File: config.mk
export PLATFORM = sky130hd
export DESIGN_NAME = alu_exec_stage
export DESIGN_NICKNAME = d
export VERILOG_FILES = /design/src/rtl/alu_exec_stage.sv
export SDC_FILE = /design/constraint.sdc
export NUM_CORES = 1
export LEC_CHECK = 0
export CELL_PAD_IN_SITES_DETAIL_PLACEMENT = 2
export CELL_PAD_IN_SITES_GLOBAL_PLACEMENT = 2
export CORE_ASPECT_RATIO = 0.6
export CORE_MARGIN = 5
export CORE_UTILIZATION = 31
export DETAILED_ROUTE_END_ITERATION = 8
export PLACE_DENSITY_LB_ADDON = 0.25
export SKIP_LAST_GASP = 1
export SLEW_MARGIN = 20
export SYNTH_ARGS = -nofsm -noshare
export SYNTH_HDL_FRONTEND = slang
export SYNTH_SLANG_ARGS = --single-unit
File: constraint.sdc
create_clock -name clk -period 4.8 [get_ports clk]
set_input_delay 0.72 -clock clk [delete_from_list [all_inputs] [get_ports clk]]
set_output_delay 0.72 -clock clk [all_outputs]
set_load 0.02 [all_outputs]
File: src/rtl/alu_exec_stage.sv
// Registered MIPS ALU execute stage: valid/ready output register plus sticky overflow.
// Optional perf counters (perf_ops, perf_stall) are enabled by defining ALU_EXEC_PERF_CNT_EN.
module alu_exec_stage #(
    parameter int WIDTH = 32
) (
    input  logic             clk,
    input  logic             rst,
    input  logic             in_valid,
    output logic             in_ready,
    input  logic [2:0]       alu_ctr,
    input  logic [WIDTH-1:0] src_a,
    input  logic [WIDTH-1:0] src_b,
    output logic             out_valid,
    input  logic             out_ready,
    output logic [WIDTH-1:0] result,
    output logic             zero,
    output logic             ovf,
    output logic             ovf_sticky,
    input  logic             ovf_clr
`ifdef ALU_EXEC_PERF_CNT_EN
    ,
    output logic [31:0]      perf_ops,
    output logic [31:0]      perf_stall
`endif
);

    localparam int MSB = WIDTH - 1;

    localparam logic [2:0] OP_AND  = 3'b000;
    localparam logic [2:0] OP_OR   = 3'b001;
    localparam logic [2:0] OP_ADD  = 3'b010;
    localparam logic [2:0] OP_ADDU = 3'b011;
    localparam logic [2:0] OP_SUB  = 3'b100;
    localparam logic [2:0] OP_SUBU = 3'b101;
    localparam logic [2:0] OP_SLT  = 3'b110;
    localparam logic [2:0] OP_NOR  = 3'b111;

    typedef enum logic {
        EMPTY = 1'b0,
        FULL  = 1'b1
    } state_t;

    state_t state_q;
    state_t state_d;

    logic [WIDTH-1:0] sum;
    logic [WIDTH-1:0] diff;
    logic             sum_ovf;
    logic             diff_ovf;
    logic             lt;
    logic [WIDTH-1:0] alu_res;
    logic             alu_ovf;
    logic             accept;
    logic             load;

    logic [WIDTH-1:0] result_q;
    logic             zero_q;
    logic             ovf_q;
    logic             sticky_q;

    assign sum  = src_a + src_b;
    assign diff = src_a - src_b;

    assign sum_ovf  = (src_a[MSB] == src_b[MSB]) && (sum[MSB] != src_a[MSB]);
    assign diff_ovf = (src_a[MSB] != src_b[MSB]) && (diff[MSB] != src_a[MSB]);

    // Direct signed compare, so SLT never suffers from the subtract overflow.
    assign lt = $signed(src_a) < $signed(src_b);

    always_comb begin
        alu_res = '0;
        alu_ovf = 1'b0;
        unique case (alu_ctr)
            OP_AND:  alu_res = src_a & src_b;
            OP_OR:   alu_res = src_a | src_b;
            OP_ADD: begin
                alu_res = sum;
                alu_ovf = sum_ovf;
            end
            OP_ADDU: alu_res = sum;
            OP_SUB: begin
                alu_res = diff;
                alu_ovf = diff_ovf;
            end
            OP_SUBU: alu_res = diff;
            OP_SLT:  alu_res = {{(WIDTH-1){1'b0}}, lt};
            OP_NOR:  alu_res = ~(src_a | src_b);
        endcase
    end

    assign in_ready = (state_q == EMPTY) || out_ready;
    assign accept   = in_valid && in_ready;

    always_comb begin
        state_d = state_q;
        load    = 1'b0;
        unique case (state_q)
            EMPTY: begin
                if (in_valid) begin
                    state_d = FULL;
                    load    = 1'b1;
                end
            end
            FULL: begin
                if (out_ready) begin
                    if (in_valid) begin
                        load = 1'b1;
                    end else begin
                        state_d = EMPTY;
                    end
                end
            end
        endcase
    end

    always_ff @(posedge clk) begin
        if (rst) begin
            state_q <= EMPTY;
        end else begin
            state_q <= state_d;
        end
    end

    always_ff @(posedge clk) begin
        if (rst) begin
            result_q <= '0;
            zero_q   <= 1'b0;
            ovf_q    <= 1'b0;
        end else if (load) begin
            result_q <= alu_res;
            zero_q   <= (alu_res == '0);
            ovf_q    <= alu_ovf;
        end
    end

    // Clear beats a coincident overflow so software never misses its own clear.
    always_ff @(posedge clk) begin
        if (rst) begin
            sticky_q <= 1'b0;
        end else if (ovf_clr) begin
            sticky_q <= 1'b0;
        end else if (accept && alu_ovf) begin
            sticky_q <= 1'b1;
        end
    end

    assign out_valid  = (state_q == FULL);
    assign result     = result_q;
    assign zero       = zero_q;
    assign ovf        = ovf_q;
    assign ovf_sticky = sticky_q;

`ifdef ALU_EXEC_PERF_CNT_EN
    logic [31:0] ops_q;
    logic [31:0] stall_q;

    always_ff @(posedge clk) begin
        if (rst) begin
            ops_q   <= '0;
            stall_q <= '0;
        end else begin
            if (accept && (ops_q != 32'hFFFF_FFFF)) begin
                ops_q <= ops_q + 32'd1;
            end
            if (out_valid && !out_ready && (stall_q != 32'hFFFF_FFFF)) begin
                stall_q <= stall_q + 32'd1;
            end
        end
    end

    assign perf_ops   = ops_q;
    assign perf_stall = stall_q;
`endif

endmodule

==> results of run 1 <==
## power by group through the flow
stage          clock (mW)  sequential [mW]  combinational (mW)
2_1_floorplan           0            0.372               0.557
3_3_place_gp            0            0.344                1.03
3_5_place_dp            0            0.346                1.08
4_1_cts             0.343            0.340                1.09
5_1_grt             0.356            0.342                1.19
6_report            0.340            0.340                1.11
## final cells by class
cell class                      instances  area share [%]
Timing Repair Buffer                  230            22.0
Clock inverter                          2           0.110
Tap cell                              286            3.95
Multi-Input combinational cell        814            60.3
Inverter                              100            4.17
Clock buffer                            6            1.53
Sequential cell                        36            7.95
## routing by layer
layer  vias to the layer above  GRT usage, %  part of all wire (%)
li1                       3966             -                     -
met1                      4249          39.7                    50
met2                       290          40.3                    42
met3                        41          3.62                   6.5
met4                         0          3.65                   1.4
met5                         -             0                     0
## worst min-delay path: stages (launching register included)
cell and delay, ns:
dfxtp_1 0.31, nand2_1 0.05, a21oi_1 0.05
## worst max-delay path by stage
stage               endpoint  slack, ns  depth (start not counted)
floorplan               zero       0.77                         14
global placement        zero      -0.08                         16
detailed placement      zero      -0.18                         15
CTS                     zero       0.06                         15
global route            zero     0.0004                         17
finish                  zero       0.16                         15
## cell families (layout without fill, tap and decap cells)
| kind of cell | count (synthesis) | after routing | synth area share, % |
|---|---|---|---|
| AND/OR/NAND/NOR | 346 | 346 | 23.6 |
| adder cells (fa/ha/maj) | 104 | 104 | 19.2 |
| XOR/XNOR | 21 | 21 | 2.68 |
| buffers and inverters | 166 | 338 | 10.2 |
| flip-flops | 36 | 36 | 10.5 |
| multiplexers | 5 | 5 | 0.730 |
| AO/OA/AOI/OAI | 338 | 338 | 33.1 |
## cell usage in the layout (no fill, tap or decap), types with 7 or more instances in the layout
cell type        instances
xnor2_1                 15
dfxtp_1                 36
and3_1                  10
nor2b_1                  9
clkdlybuf4s50_1        107
ha_1                   101
nor2_1                  98
o22ai_1                 10
a31oi_1                 15
a21oi_1                 96
nor3_1                  23
a21o_1                   9
nand4_1                  9
nor4_1                   9
or3_1                    8
o31ai_1                  9
inv_1                   97
o211ai_1                 8
nand3_1                 22
o21ai_0                 61
a22oi_1                  7
o21a_1                   8
buf_4                  122
a221oi_1                 8
a211oi_1                24
nand2_1                119
## flip-flops by register name, summed over array words and instances, names as in the netlist
signal	count
result	32
out_valid	1
ovf	1
ovf_sticky	1
zero	1
==> results by group, run 1 <==
Final layout
  – Layout cells sized above 1: 14.1%
  – Area Overhead vs Synth: 32.1%
  – Final cell count without fillers: 1,474
  – Inserted Diodes: 0
  – Multi-input logic area: 5460 µm²
  – Reg area: 721 µm²
  – Design area: 9060 µm²
  – FILL cells: 2,593
  – Core Util, Final: slightly above 40%
  – Nets: 1,363

Placed design
  – Placed Instance Area: 8890 µm²
  – Placer Congestion: 0.941
  – IO buf count: between 100 and 150
  – Cells after DPL: 1,466
  – DP HPWL: 28,400 µm
  – Pre-CTS WS: -0.178 ns

STA
  – Rel. slew slack: 41.0%
  – Final-report max-slew violation count: 0
  – Final hold violations: 0
  – Max Freq: 0.216 GHz
  – Tcrit/Tclk final: 96.6%
  – Clk_skew: roughly 0.0048 ns
  – Slew @ Worst Pin: between 0.8 and 0.9 ns
  – RSZ-0062 raised after global routing: no
  – Setup TNS: 0 ns
  – Final Setup Violations: 0
  – Hold Slack: 0.464 ns
  – Minimum clock period: 4.64 ns
  – Setup slack after layout: 0.163 ns

Pwr
  – Clock share of power: 19.0%
  – Seq pwr share: 19.0%
  – Power Dens Cells: roughly 200 nW/µm²
  – Switch Pwr: 0.808 mW
  – Design Power: 1.79 mW
  – Internal: slightly below 1 mW
  – Logic pwr share: between 60 and 70%
  – Worst VDD drop: 0.000102 V
  – Leak: 4.03 nW
  – Switching Share: 45.1%

Logic synthesis
  – Ranking of synthesized cells by area: ha_1, dfxtp_1, a21oi_1
  – Syn Nets: 1,192
  – Post-synth EDFFs: 0
  – Most frequent cell after synthesis: nand2_1
  – Yosys warnings: 0
  – Asr flop ratio synth: 0%
  – Mean Syn Cell Area: ~6.7 µm²
  – Cell variety after synth: 91
  – Synthesized cell area: 6860 µm²
  – Post-synth top cells: nand2_1, ha_1, nor2_1
  – FF+latch count, synth: 36
  – Dominant cell type by area after synthesis: ha_1
  – Top FF cell, synth: dfxtp_1
  – Cells after Synth: just over 1k
  – Post-synthesis sequential area ratio: 10.5%
  – Share of the synthesized area in the top cell type: 18.6%

Critical path
  – CP startpoint kind: input port
  – Buf+Inv Stages, Crit Path: 2
  – Required @ worst endpoint: 5.00 ns
  – Cell family with most CP delay: simple AND/OR/NAND/NOR gates
  – Crit path cell chain: clkdlybuf4s50_1, inv_1, ha_1, fa_1, o21bai_2, nand3_2, a211oi_2, nor2_2, xnor2_1, a22o_1, or4b_1, nor4_1, nand4_1, or4_1, o31ai_2
  – RR Startpoint: out_valid
  – CP Max Fanout: 5
  – Critical Path Source: src_a[0]
  – Worst Setup Path Type: in -> reg
  – Nature of the critical path endpoint: flip-flop
  – Worst Reg2Reg Path Length in Cells: 5
  – Worst R2R End: result[0]
  – Slowest stage cell, crit path: or4_1
  – Worst endpoint data arrival time: just under 5 ns
  – Slowest stage delay, CP: 0.55 ns
  – Flop2flop setup slack: 2.95 ns

Status
  – Status: completed

Floorplan
  – Die area: 25,300 µm²
  – Initial Utilization: 31.3%
  – Die Span X: 202 µm
  – CORE AREA: between 20,000 and 25,000 µm²
  – FP Rows: 42
  – Num ports: 109
  – Die Y: 125 µm

Clock tree
  – Post-CTS sizing: 0
  – Clk slew on worst S/H paths: around 0.060 ns
  – Cts hold-fix bufs: 0
  – Clock tree buffer depth: 2
  – Setup bufs post-CTS: 0
  – H-tree Lvls: 2
  – Clock tree sinks: 36
  – CTS tree: done
  – Root Driver: clkbuf_16
  – Clk_lat worst skew: between 0.2 and 0.3 ns
  – Num CTS Buffers: 5

GRT
  – Total Routing Usage GR: 26.2%
  – Largest net degree at the start of global routing: 35
  – First-pass GRT wire length: approximately 53,000 µm
  – Initial antenna violation count: 0
  – Number of global-route vias before repair: 9,102
  – Total gr overflow: 0

Min path
  – Hold Path Class: reg -> reg
  – Worst Hold End: result[27]
  – Worst Hold Path Cells: 2
  – HP Start: result[27]

Flow run
  – Max_cap viols: 0

Detailed routing
  – Vias: 8,546
  – DR DRC count: 0
  – Routed WL: 34,700 µm
  – Pre-Repair DR Iteration Count: 5
  – Via density: 5.80
  – Post-DR wirelength/cell: 23.6 µm
  – Drt initial violations: between 600 and 700
  – Detail Route Antenna Nets: 0
Note: power is estimated with default switching activity, not from simulation.
==> run 2, diff against run 1 <==
--- a/config.mk
+++ b/config.mk
@@ -5,11 +5,12 @@
 export SDC_FILE = /design/constraint.sdc
 export NUM_CORES = 1
 export LEC_CHECK = 0
-export CELL_PAD_IN_SITES_DETAIL_PLACEMENT = 2
-export CELL_PAD_IN_SITES_GLOBAL_PLACEMENT = 2
+export CELL_PAD_IN_SITES_DETAIL_PLACEMENT = 0
+export CELL_PAD_IN_SITES_GLOBAL_PLACEMENT = 1
 export CORE_ASPECT_RATIO = 0.6
 export CORE_MARGIN = 5
-export CORE_UTILIZATION = 31
+export CORE_UTILIZATION = 38
+export CTS_CLUSTER_DIAMETER = 150
 export DETAILED_ROUTE_END_ITERATION = 8
 export PLACE_DENSITY_LB_ADDON = 0.25
 export SKIP_LAST_GASP = 1
==> results by group, run 2 (synthesized netlist as in run 1, its figures left out) <==
Clock tree
  – CTS tree: done
  – Root Driver: clkbuf_16
  – Clk slew on worst S/H paths: 0.06 ns
  – Clk_lat worst skew: 0.28 ns
  – Num CTS Buffers: 5
  – Clock tree buffer depth: 2
  – Cts hold-fix bufs: 0
  – H-tree Lvls: 2
  – Clock tree sinks: 36

Floorplan
  – Die Span X: 183 µm
  – CORE AREA: 17,900 µm²
  – Die Y: 114 µm
  – Num ports: 109
  – FP Rows: 38
  – Die area: 20,900 µm²
  – Initial Utilization: 38.4%

Critical path
  – Nature of the critical path endpoint: flip-flop
  – Required @ worst endpoint: 5.00 ns
  – Worst endpoint data arrival time: about 4.8 ns
  – Slowest stage cell, crit path: clkdlybuf4s50_1
  – Slowest stage delay, CP: slightly above 0.5 ns
  – Worst Setup Path Type: in -> reg
  – CP startpoint kind: input port
  – CP Max Fanout: 3
  – Crit path cell chain: clkdlybuf4s50_1, inv_1, ha_1, o21bai_1, nand2_1, a211oi_2, buf_4, o211ai_1, a211oi_1, nor2_1, o21a_1, o221ai_1, or2b_2, or4_1, o31ai_2

Detailed routing
  – Post-DR wirelength/cell: between 15 and 20 µm
  – Drt initial violations: 707
  – Vias: 8,060
  – Pre-Repair DR Iteration Count: 5
  – DR DRC count: 0
  – Via density: 5.74
  – Detail Route Antenna Nets: 0
  – Routed WL: ~27,000 µm

Pwr
  – Worst VDD drop: 0.000158 V
  – Leak: approximately 3.9 nW
  – Power Dens Cells: 196 nW/µm²
  – Design Power: 1.74 mW

Placed design
  – IO buf count: 108
  – DP HPWL: 21,700 µm
  – Placed Instance Area: slightly below 9000 µm²
  – Placer Congestion: 1.00
  – Cells after DPL: roughly 1.4k

Final layout
  – Design area: 8870 µm²
  – FILL cells: 1,862
  – Nets: 1,340
  – Inserted Diodes: 0
  – Area Overhead vs Synth: 29.3%
  – Commonest cells after routing, fill and taps aside: nand2_1, clkdlybuf4s50_1, ha_1, buf_4, nor2_1
  – Most common cell after layout, fill and taps aside: nand2_1
  – Layout cells sized above 1: 12.6%
  – Largest register FFs: 32
  – Final cell count without fillers: 1,405

STA
  – Rel. slew slack: 40.5%
  – Final-report max-slew violation count: 0
  – Max Freq: 0.219 GHz
  – Slew @ Worst Pin: slightly below 0.9 ns
  – Final Setup Violations: 0
  – Final hold violations: 0
  – Clk_skew: 0.00516 ns
  – Tcrit/Tclk final: a little over nine tenths
  – Minimum clock period: 4.57 ns

GRT
  – First-pass GRT wire length: roughly 42,000 µm
  – Total gr overflow: 0
  – Initial antenna violation count: 0
  – Largest net degree at the start of global routing: 35
  – Total Routing Usage GR: 24.6%
  – Number of global-route vias before repair: 7,283

Flow run
  – Max_cap viols: 0

Min path
  – Hold Path Class: reg -> reg

Status
  – Status: completed
==> run 2: cell types whose count changed in the layout (fill, tap and decap cells not counted), moves of 2 or more <==
| cell | change |
|---|---|
| o21ai_1 | +2 |
| a211oi_1 | -2 |
| o21ai_0 | -2 |
| buf_4 | -23 |
==> run 2: layer usage <==
metal	share of wire, %	wire, µm	vias up	track usage [%]
li1	-	-	3932	-
met1	50	13500	3665	40.0
met2	37	9900	444	32.8
met3	12	3270	19	5.68
met4	0.93	250	0	2.78
met5	0	0	-	0
==> run 2: worst paths after layout <==
kind         startpoint         end  slack, ns  cells past startpoint
max            src_a[1]        zero       0.23                     15
min          result[27]  result[27]       0.45                      2
max reg2reg   out_valid  result[24]       2.97                      5
min reg2reg  result[27]  result[27]       0.45                      2
==> run 2: final cells by class <==
type                       count  area [µm²]  share of cell area, %
clock buffer                   5         125                   1.41
clock inverter                 3        42.5                  0.480
inverter                     100         378                   4.26
multi-input combinational    814        5480                   61.8
sequential                    36         721                   8.13
tap                          240         300                   3.39
timing repair buffer         207        1820                   20.5
==> run 2: worst max-delay path, delay by kind of cell <==
kind | cells | cell delay (ns)
AOI/OAI and AO/OA | 7 | 1.76
buffers and inverters | 3 | 0.80
and+or+nand+nor | 4 | 1.11
adders and majority gates | 1 | 0.36
==> run 2: timing repair <==
action | in CTS | in global routing
endpoints found under the setup margin | 0 | 1
buffers inserted | 0 | 1
resized for setup | 0 | 11
==> run 2: per-stage QoR <==
step / hold WS [ns] / setup WS, ns / util, % / setup TNS [ns]
detailed placement: 0.448 / -0.146 / 48.4 / -0.146
CTS: 0.456 / 0.117 / 49.3 / 0
global placement: 0.442 / -0.0559 / 48.4 / -0.0559
finish: 0.451 / 0.234 / 49.6 / 0
global route: 0.472 / -0.00718 / 49.6 / -0.00718
floorplan: 0.533 / 0.770 / - / 0
==> run 2: power by group <==
group / internal [mW] / switching [mW]
Clock: 0.244 / 0.127
Combinational: 0.433 / 0.592
Sequential: 0.324 / 0.0158
Total: 1.00 / 0.734
==> run 3, diff against run 2 <==
==> constraint.sdc (replaced) <==
create_clock -name clk -period 5.58 [get_ports clk]
set_input_delay 0.837 -clock clk [delete_from_list [all_inputs] [get_ports clk]]
set_output_delay 0.837 -clock clk [all_outputs]
set_load 0.02 [all_outputs]
==> results by group, run 3 (synthesized netlist as in run 1, its figures left out) <==
Status
  – Status: completed

Clock tree
  – Clock tree buffer depth: 2
  – Clk_lat worst skew: 0.28 ns
  – Setup bufs post-CTS: 0
  – Root Driver: clkbuf_16
  – Num CTS Buffers: 5
  – Post-CTS sizing: 0
  – Cts hold-fix bufs: 0
  – Clk slew on worst S/H paths: 0.06 ns
  – CTS tree: done
  – H-tree Lvls: 2
  – Clock tree sinks: 36

Critical path
  – Slowest stage delay, CP: 0.58 ns
  – Nature of the critical path endpoint: flip-flop
  – CP startpoint kind: input port
  – Worst Setup Path Type: in -> reg
  – Crit path cell chain: clkdlybuf4s50_1, inv_1, ha_1, nand2_1, o21ai_0, nand2_1, and3_1, nor3b_1, o21ai_0, or4b_1, nor4_1, nand4_1, or4_1, o31ai_2
  – Required @ worst endpoint: 5.78 ns
  – CP Max Fanout: 13
  – Worst endpoint data arrival time: 5.09 ns
  – Slowest stage cell, crit path: or4_1

Final layout
  – Inserted Diodes: 0
  – FILL cells: between 1.5k and 2k
  – Layout cells sized above 1: 6.65%
  – Most common cell after layout, fill and taps aside: nand2_1
  – Commonest cells after routing, fill and taps aside: nand2_1, clkdlybuf4s50_1, ha_1, nor2_1, inv_1
  – Nets: 1,273
  – Largest register FFs: 32
  – Area Overhead vs Synth: 21.4%

Detailed routing
  – Post-DR wirelength/cell: 20.3 µm
  – Via density: 5.93
  – Pre-Repair DR Iteration Count: 6
  – Routed WL: 27,200 µm
  – Vias: 7,934
  – Detail Route Antenna Nets: 0
  – Drt initial violations: between 1k and 1.5k
  – DR DRC count: 0

STA
  – Hold Slack: 0.455 ns
  – Setup slack after layout: between 0.6 and 0.7 ns
  – Tcrit/Tclk final: 87.6%
  – Max Freq: 0.205 GHz
  – Rel. slew slack: approximately half
  – Final hold violations: 0
  – Final-report max-slew violation count: 0
  – Final Setup Violations: 0
  – Minimum clock period: 4.89 ns
  – Slew @ Worst Pin: between 0.7 and 0.8 ns
  – RSZ-0062 raised after global routing: no
  – Setup TNS: 0 ns
  – Clk_skew: 0.00470 ns

Floorplan
  – Initial Utilization: between 30% and 40%
  – CORE AREA: 17,900 µm²
  – Die Y: 114 µm
  – Die area: 20,900 µm²
  – Die Span X: 183 µm
  – FP Rows: 38
  – Num ports: 109

Pwr
  – Design Power: approximately 1.4 mW
  – Leak: about 3.6 nW
  – Worst VDD drop: 0.000153 V
  – Power Dens Cells: 173 nW/µm²

Min path
  – Hold Path Class: reg -> reg

GRT
  – Initial antenna violation count: 0
  – First-pass GRT wire length: 41,500 µm
  – Largest net degree at the start of global routing: 38
  – Number of global-route vias before repair: 6,961
  – Total gr overflow: 0
  – Total Routing Usage GR: 24.9%

Placed design
  – IO buf count: 108
  – Pre-CTS WS: 0.410 ns
  – Placer Congestion: approximately 0.95
  – DP HPWL: around 22,000 µm

Flow run
  – Max_cap viols: 0
run 3: metrics by stage:
step	std cells	instance area, µm²	util, %
after detailed placement	1330	8150	45.6
after floorplan	1016	6860	-
after CTS	1338	8330	46.6
after global placement	1330	8150	45.6
final	1338	8330	46.6
after global routing	1338	8330	46.6
run 3: cell type report:
| cell class | instances | area [µm²] | area share [%] |
|---|---|---|---|
| well taps | 240 | 300 | 3.61 |
| clock buffers | 5 | 125 | 1.50 |
| inverters | 100 | 378 | 4.54 |
| flip-flops and latches | 36 | 721 | 8.66 |
| repair buffers | 140 | 1320 | 15.8 |
| multi-input cells | 814 | 5440 | 65.3 |
| clock inverters | 3 | 46.3 | 0.556 |
run 3: critical path: cells and delay by family:
kind                     cells  cell delay (ns)
AO/OA/AOI/OAI                3             1.01
adder cells (fa/ha/maj)      1             0.54
buffers and inverters        2             0.58
AND/OR/NAND/NOR              8             2.13
run 3: path summary, 6_finish.rpt:
| check | from | to | slack [ns] | cells after the start |
|---|---|---|---|---|
| max | src_a[8] | zero | 0.69 | 14 |
| min reg2reg | result[27] | result[27] | 0.45 | 2 |
| min | result[27] | result[27] | 0.45 | 2 |
| max reg2reg | out_valid | result[6] | 3.77 | 6 |
run 3: routing by layer:
metal	vias up	global-route usage (%)	part of all wire, %
met5	-	0	0
met3	18	6.51	12
met1	3684	41.4	51
li1	3792	-	-
met4	0	2.08	0.65
met2	440	31.9	36
run 3: report_power, final:
part / internal, mW / switching (mW)
Clock: 0.212 / 0.116
Combinational: 0.318 / 0.500
Sequential: 0.279 / 0.0139
